`src/rtl/sh_link_pkg.sv`:
```
// Shared link definitions: scheduler state encoding and packet geometry,
// used by link_sched and by the sync block.
package sh_link_pkg;

   typedef enum logic [2:0] {
      IDLE      = 3'd0,
      LISTEN    = 3'd1,
      RX_ACTIVE = 3'd2,
      GUARD     = 3'd3,
      TX_ARM    = 3'd4,
      TX_ACTIVE = 3'd5
   } link_state_t;

   localparam int PACKET_SIZE   = 64;
   localparam int PREAMBLE_SIZE = 8;
   localparam int TMR_W         = 16;
   localparam int PCNT_W        = 7;

   // A received packet includes one trailing sample beyond the payload.
   localparam logic [PCNT_W-1:0] RX_PULSES = PCNT_W'(PACKET_SIZE + 1);
   localparam logic [PCNT_W-1:0] TX_PULSES = PCNT_W'(PACKET_SIZE + PREAMBLE_SIZE);

   function automatic logic [15:0] sat_inc16(input logic [15:0] v);
      logic [15:0] r;
      if (v == 16'hFFFF) begin
         r = v;
      end else begin
         r = v + 16'd1;
      end
      return r;
   endfunction

endpackage

```
`src/rtl/link_timer.sv`:
```
// Loadable down-counter shared by the listen window, guard and timeout checks.
// expired is high during the last cycle of a loaded interval.
module link_timer
   import sh_link_pkg::*;
#(
   parameter int W = TMR_W
) (
   input  logic         clk,
   input  logic         rst,
   input  logic         load,
   input  logic [W-1:0] load_val,
   output logic         expired
);

   logic [W-1:0] count;

   // Load wins over decrement; the counter parks at zero.
   always_ff @(posedge clk or posedge rst) begin
      if (rst) begin
         count <= '0;
      end else if (load) begin
         count <= load_val;
      end else if (count != '0) begin
         count <= count - W'(1);
      end else begin
         count <= count;
      end
   end

   assign expired = (count == W'(1));

endmodule

```
`src/rtl/link_sched.sv`:
```
// Half-duplex link scheduler: listen / receive / guard / transmit sequencing.
// Optional statistics counters are enabled with the LINK_SCHED_STATS_EN macro.
module link_sched
   import sh_link_pkg::*;
#(
   parameter int LISTEN_CYCLES = 20000,
   parameter int GUARD_CYCLES  = 1000,
   parameter int RX_TIMEOUT    = 14000,
   parameter int TX_TIMEOUT    = 12000
) (
   input  logic        clk,
   input  logic        rst,
   input  logic        tx_req,
   input  logic        sh_en,
   input  logic        fsm_rst,
   output logic        RX,
   output logic        tx_rdy,
   output logic        tx_done,
   output logic        rx_done,
   output logic        timeout,
   output logic        busy,
   output logic [15:0] rx_pkt_cnt,
   output logic [15:0] tx_pkt_cnt,
   output logic [15:0] to_cnt
);

   link_state_t       state;
   link_state_t       nxt;
   logic [PCNT_W-1:0] pulse_cnt;
   logic [PCNT_W-1:0] cnt_inc;
   logic              tmr_reload;
   logic              tmr_load;
   logic [TMR_W-1:0]  tmr_val;
   logic              tmr_exp;
   logic              rx_ev;
   logic              tx_ev;
   logic              to_ev;

   assign cnt_inc = pulse_cnt + PCNT_W'(1);

   link_timer #(.W(TMR_W)) u_timer (
      .clk      (clk),
      .rst      (rst),
      .load     (tmr_load),
      .load_val (tmr_val),
      .expired  (tmr_exp)
   );

   // Next-state decision; sh_en takes priority over a coincident timer expiry.
   always_comb begin
      nxt        = state;
      tmr_reload = 1'b0;
      rx_ev      = 1'b0;
      tx_ev      = 1'b0;
      to_ev      = 1'b0;
      case (state)
         IDLE: begin
            if (tx_req) begin
               nxt = TX_ARM;
            end else begin
               nxt = LISTEN;
            end
         end
         LISTEN: begin
            if (fsm_rst) begin
               nxt = RX_ACTIVE;
            end else if (tmr_exp) begin
               if (tx_req) begin
                  nxt = GUARD;
               end else begin
                  tmr_reload = 1'b1;
               end
            end else begin
               nxt = LISTEN;
            end
         end
         RX_ACTIVE: begin
            if (sh_en) begin
               if (cnt_inc == RX_PULSES) begin
                  rx_ev = 1'b1;
                  nxt   = GUARD;
               end else begin
                  tmr_reload = 1'b1;
               end
            end else if (tmr_exp) begin
               to_ev = 1'b1;
               nxt   = GUARD;
            end else begin
               nxt = RX_ACTIVE;
            end
         end
         GUARD: begin
            if (tmr_exp) begin
               if (tx_req) begin
                  nxt = TX_ARM;
               end else begin
                  nxt = LISTEN;
               end
            end else begin
               nxt = GUARD;
            end
         end
         TX_ARM: begin
            nxt = TX_ACTIVE;
         end
         TX_ACTIVE: begin
            if (sh_en) begin
               if (cnt_inc == TX_PULSES) begin
                  tx_ev = 1'b1;
                  nxt   = GUARD;
               end else begin
                  tmr_reload = 1'b1;
               end
            end else if (tmr_exp) begin
               to_ev = 1'b1;
               nxt   = GUARD;
            end else begin
               nxt = TX_ACTIVE;
            end
         end
         default: begin
            nxt = IDLE;
         end
      endcase
   end

   // Every state change (and every in-state restart) reloads the single timer.
   always_comb begin
      tmr_load = (nxt != state) || tmr_reload;
      case (nxt)
         LISTEN:    tmr_val = TMR_W'(LISTEN_CYCLES);
         RX_ACTIVE: tmr_val = TMR_W'(RX_TIMEOUT);
         GUARD:     tmr_val = TMR_W'(GUARD_CYCLES);
         TX_ACTIVE: tmr_val = TMR_W'(TX_TIMEOUT);
         default:   tmr_val = '0;
      endcase
   end

   // State register with outputs registered from the next state.
   always_ff @(posedge clk or posedge rst) begin
      if (rst) begin
         state     <= IDLE;
         pulse_cnt <= '0;
         RX        <= 1'b0;
         tx_rdy    <= 1'b0;
         tx_done   <= 1'b0;
         rx_done   <= 1'b0;
         timeout   <= 1'b0;
         busy      <= 1'b0;
      end else begin
         state   <= nxt;
         RX      <= (nxt == LISTEN) || (nxt == RX_ACTIVE);
         tx_rdy  <= (nxt == TX_ARM);
         tx_done <= tx_ev;
         rx_done <= rx_ev;
         timeout <= to_ev;
         busy    <= (nxt != IDLE);
         if (nxt != state) begin
            pulse_cnt <= '0;
         end else if (sh_en && ((state == RX_ACTIVE) || (state == TX_ACTIVE))) begin
            pulse_cnt <= cnt_inc;
         end else begin
            pulse_cnt <= pulse_cnt;
         end
      end
   end

`ifdef LINK_SCHED_STATS_EN
   // Saturating packet statistics, updated together with the status pulses.
   always_ff @(posedge clk or posedge rst) begin
      if (rst) begin
         rx_pkt_cnt <= 16'd0;
         tx_pkt_cnt <= 16'd0;
         to_cnt     <= 16'd0;
      end else begin
         rx_pkt_cnt <= rx_ev ? sat_inc16(rx_pkt_cnt) : rx_pkt_cnt;
         tx_pkt_cnt <= tx_ev ? sat_inc16(tx_pkt_cnt) : tx_pkt_cnt;
         to_cnt     <= to_ev ? sat_inc16(to_cnt)     : to_cnt;
      end
   end
`else
   assign rx_pkt_cnt = 16'd0;
   assign tx_pkt_cnt = 16'd0;
   assign to_cnt     = 16'd0;
`endif

endmodule
```
`config.mk`:
```
export PLATFORM = sky130hd
export DESIGN_NAME = link_sched
export DESIGN_NICKNAME = d
export VERILOG_FILES = /design/src/rtl/sh_link_pkg.sv /design/src/rtl/link_timer.sv /design/src/rtl/link_sched.sv
export SDC_FILE = /design/constraint.sdc
export NUM_CORES = 1
export LEC_CHECK = 0
export CORE_MARGIN = 1
export CORE_UTILIZATION = 35
export DETAILED_ROUTE_END_ITERATION = 16
export PLACE_DENSITY = 0.7
export SYNTH_ARGS = -nofsm -noshare
export SYNTH_HDL_FRONTEND = slang
export SYNTH_SLANG_ARGS = --single-unit
```
`constraint.sdc`:
```
create_clock -name clk -period 4.6 [get_ports clk]
set_input_delay 0.46 -clock clk [delete_from_list [all_inputs] [get_ports clk]]
set_output_delay 0.46 -clock clk [all_outputs]
set_load 0.05 [all_outputs]
```
==> key figures <==
STA
  – Fin crit period: 2.931 ns
  – Least-Margin Pin Slew: 0.5025 ns
  – Final setup violation count: 0
  – Slew HR: 66.39%
  – Fin Setup TNS: 0 ns
  – Max Freq: 0.3412 GHz
  – Slew Limit Fails: 0
  – Fin Clk Skew: about 0.011 ns
  – Period Utilization, post-route: 63.72%
  – Unrepaired setup endpoints after global routing: no
  – Final count of hold timing violations: 0

Setup path
  – Critical path class: reg2reg
  – Required time worst endpoint: 4.77 ns
  – Startpoint Class: flop
  – Crit Reg-Reg Startpoint: pulse_cnt[0]$_DFFE_PP0P_
  – CP endpoint kind: flop
  – Critical Path Source: pulse_cnt[0]$_DFFE_PP0P_
  – Crit path DAT: 3.10 ns
  – Critical path peak fanout: 16

Logic synthesis
  – EDFF count, synth: 0
  – Synth unique cells: 57
  – Post-synth top flop: dfrtp_1
  – Synth warnings: 0
  – Post-synthesis instance total: 270
  – Yosys reg bits: 32
  – Asr flop ratio synth: 100.0%
  – Mapped Area: ~2500 µm²
  – Seq/Total Area, Yosys: 32.50%
  – Syn avg cell area: roughly 9.1 µm²

CTS
  – Clk Tree Root Cell: clkbuf_8
  – Hold_buf cts: 0
  – Worst-Skew Late Latency: 0.29 ns
  – Clock-pin slew on the worst setup and hold paths: ~0.070 ns
  – H-tree Lvls: 2
  – Postcts setup bufs: 0
  – Sink Count: 32
  – Max Buffers Root-to-Sink: 2
  – Num CTS Buffers: 5
  – Post-CTS Resized: 0
  – CTS tree: built

Placed design
  – Hpwl dp: around 3400 µm
  – GP Congestion: 0.8238
  – Port Buf Inserts: 10
  – Cells after DPL: ~370
  – Cell Area, Placed: 2465 µm²

Floorplanning
  – Num rows: 30
  – Initial Util: between 30% and 40%
  – Die Wd: approximately 86 µm
  – Core ar.: 6794 µm²
  – Die H: around 86 µm
  – I/O pins: 59
  – Die area: 7379 µm²

Routing
  – Vias post-DR: 1,773
  – Initial DRC count: 77
  – WL per Instance: 12.00 µm
  – Final wirelength: 4547 µm
  – Vias per cell: 4.678
  – # DRC: 0
  – DRT Pass-1 Iters: 4
  – Routed Antenna Nets: 0

Power and ir drop
  – Worst IR Drop VDD: 0.1524 mV
  – Leak: 1.179 nW
  – PwrDens: between 600 and 700 nW/µm²
  – PnR Total Power: 1.559 mW

Finish
  – Share of cells above drive strength 1: 9.187%
  – Syn-to-layout area delta: 5.180%
  – Filler cells: 690
  – Layout Cell Area excl Fill: 2591 µm²
  – Footprint of the multi-input gates: 1406 µm²
  – Nets: 292
  – Cell Count, Final, Fillers Out: 379
  – Register area: 800.8 µm²
  – Diode count: 0

Worst hold path
  – Min-delay worst type: in2async

Global routing
  – GR Util All Layers: 13.31%
  – Grt total ovfl: 0
  – Global-route wire length before repair: 7776 µm
  – Largest net degree at the start of global routing: 33
  – Vias in the first global route: 1,648
  – Initial antenna violation count: 0

Run status
  – Outcome: finished clean

Run
  – Max-cap violations: 0
[flip-flops by register name (all words and copies together), names as in the netlist]
| register | cells |
|---|---|
| state | 3 |
| u_timer.count | 16 |
| RX | 1 |
| busy | 1 |
| timeout | 1 |
| rx_done | 1 |
| tx_done | 1 |
| pulse_cnt | 7 |
| tx_rdy | 1 |
[cell type report]
class                           instances  share of cell area [%]
Multi-Input combinational cell        224                   54.27
Sequential cell                        32                   30.90
Tap cell                               96                   4.635
Timing Repair Buffer                   11                   4.153
Clock buffer                            7                   3.718
Clock inverter                          1                   1.159
Inverter                                8                   1.159
[cell families after synthesis]
kind of cell               after synthesis  synth area share [%]
and+or+nand+nor                        103                 23.67
buffers and inverters                   61                 17.57
AOI/OAI and AO/OA                       36                 11.58
DFF                                     32                 32.50
xor gates and xnor gates                20                 7.110
muxes                                   12                 4.876
adders and majority gates                5                 2.539
other                                    1                0.1522
[layout by cell type, fill, tap and decap left out, types with 2 or more instances in the layout]
master	n
conb_1	48
dfrtp_1	32
nor2_1	28
nand2_1	24
mux2i_1	12
xnor2_1	12
a21oi_1	10
clkdlybuf4s50_1	10
nor3_1	8
xor2_1	8
inv_1	7
clkbuf_8	7
nand3_1	6
o21a_1	5
o21ai_0	5
ha_1	5
nand2b_1	4
nand4_1	4
or3_1	3
o211ai_1	3
and2_1	2
nand3b_1	2
and3b_1	2
nor4_1	2
a211oi_2	2
[report_power, final]
part | total [mW] | internal, mW | switching, mW
clock | 0.298 | 0.191 | 0.107
combinational | 0.780 | 0.300 | 0.480
sequential | 0.481 | 0.368 | 0.113
total | 1.56 | 0.859 | 0.700
[cells in the mapped netlist, drive strengths merged (3+ instances only)]
cell type,number,area share (%)
o21ai,5,1.0
nor3,9,2.3
buf,52,16
nor2,28,4.3
xor2,8,2.8
nand4,4,1.0
nor4,3,1.4
dfrtp,32,33
a21oi,10,2.0
and2,3,0.76
inv,8,1.2
nand2b,4,1.0
mux2i,12,4.9
nand2,24,3.7
xnor2,12,4.3
ha,5,2.5
o21a,5,1.5
or3,4,1.1
o211ai,3,0.91
nand3,7,1.6
[stage by stage]
step | utilization, % | setup WS [ns] | hold WS, ns
after floorplan | - | 2.087 | 0.5242
after global placement | 36.28 | 1.761 | 0.5671
after detailed placement | 36.28 | 1.710 | 0.5679
after CTS | 38.14 | 1.688 | 0.5798
after global routing | 38.14 | 1.396 | 0.6151
final | 38.14 | 1.669 | 0.5696
[layer usage]
layer  global-route usage, %  up-vias  wire [µm]
met3                   3.850        7        149
met5                       0        -          0
met1                   16.18      871       2095
met4                   4.545        0         40
li1                        -      857          -
met2                   22.51       38       2261
[worst max-delay path: stages, from the launching register on]
cell      delay [ns]
dfrtp_1         0.46
ha_1            0.27
nand3_1         0.17
and3b_1         0.24
o311ai_4        0.36
o21ai_0         0.22
a221oi_2        0.33
nand3_2         0.44
o21a_1          0.33
[final timing paths]
check / endpoint / slack [ns] / cells past startpoint
worst max-delay path: u_timer.count[5]$_DFFE_PP0P_ / 1.67 / 8
worst min-delay path: timeout$_DFF_PP0_ / 0.57 / 3
worst max register to register: u_timer.count[5]$_DFFE_PP0P_ / 1.67 / 8
worst min register to register: busy$_DFF_PP0_ / 0.58 / 1
max in group asynchronous: u_timer.count[5]$_DFFE_PP0P_ / 3.73 / 3
min in group clk: busy$_DFF_PP0_ / 0.58 / 1
No activity file was read; power rests on OpenSTA's default activity.
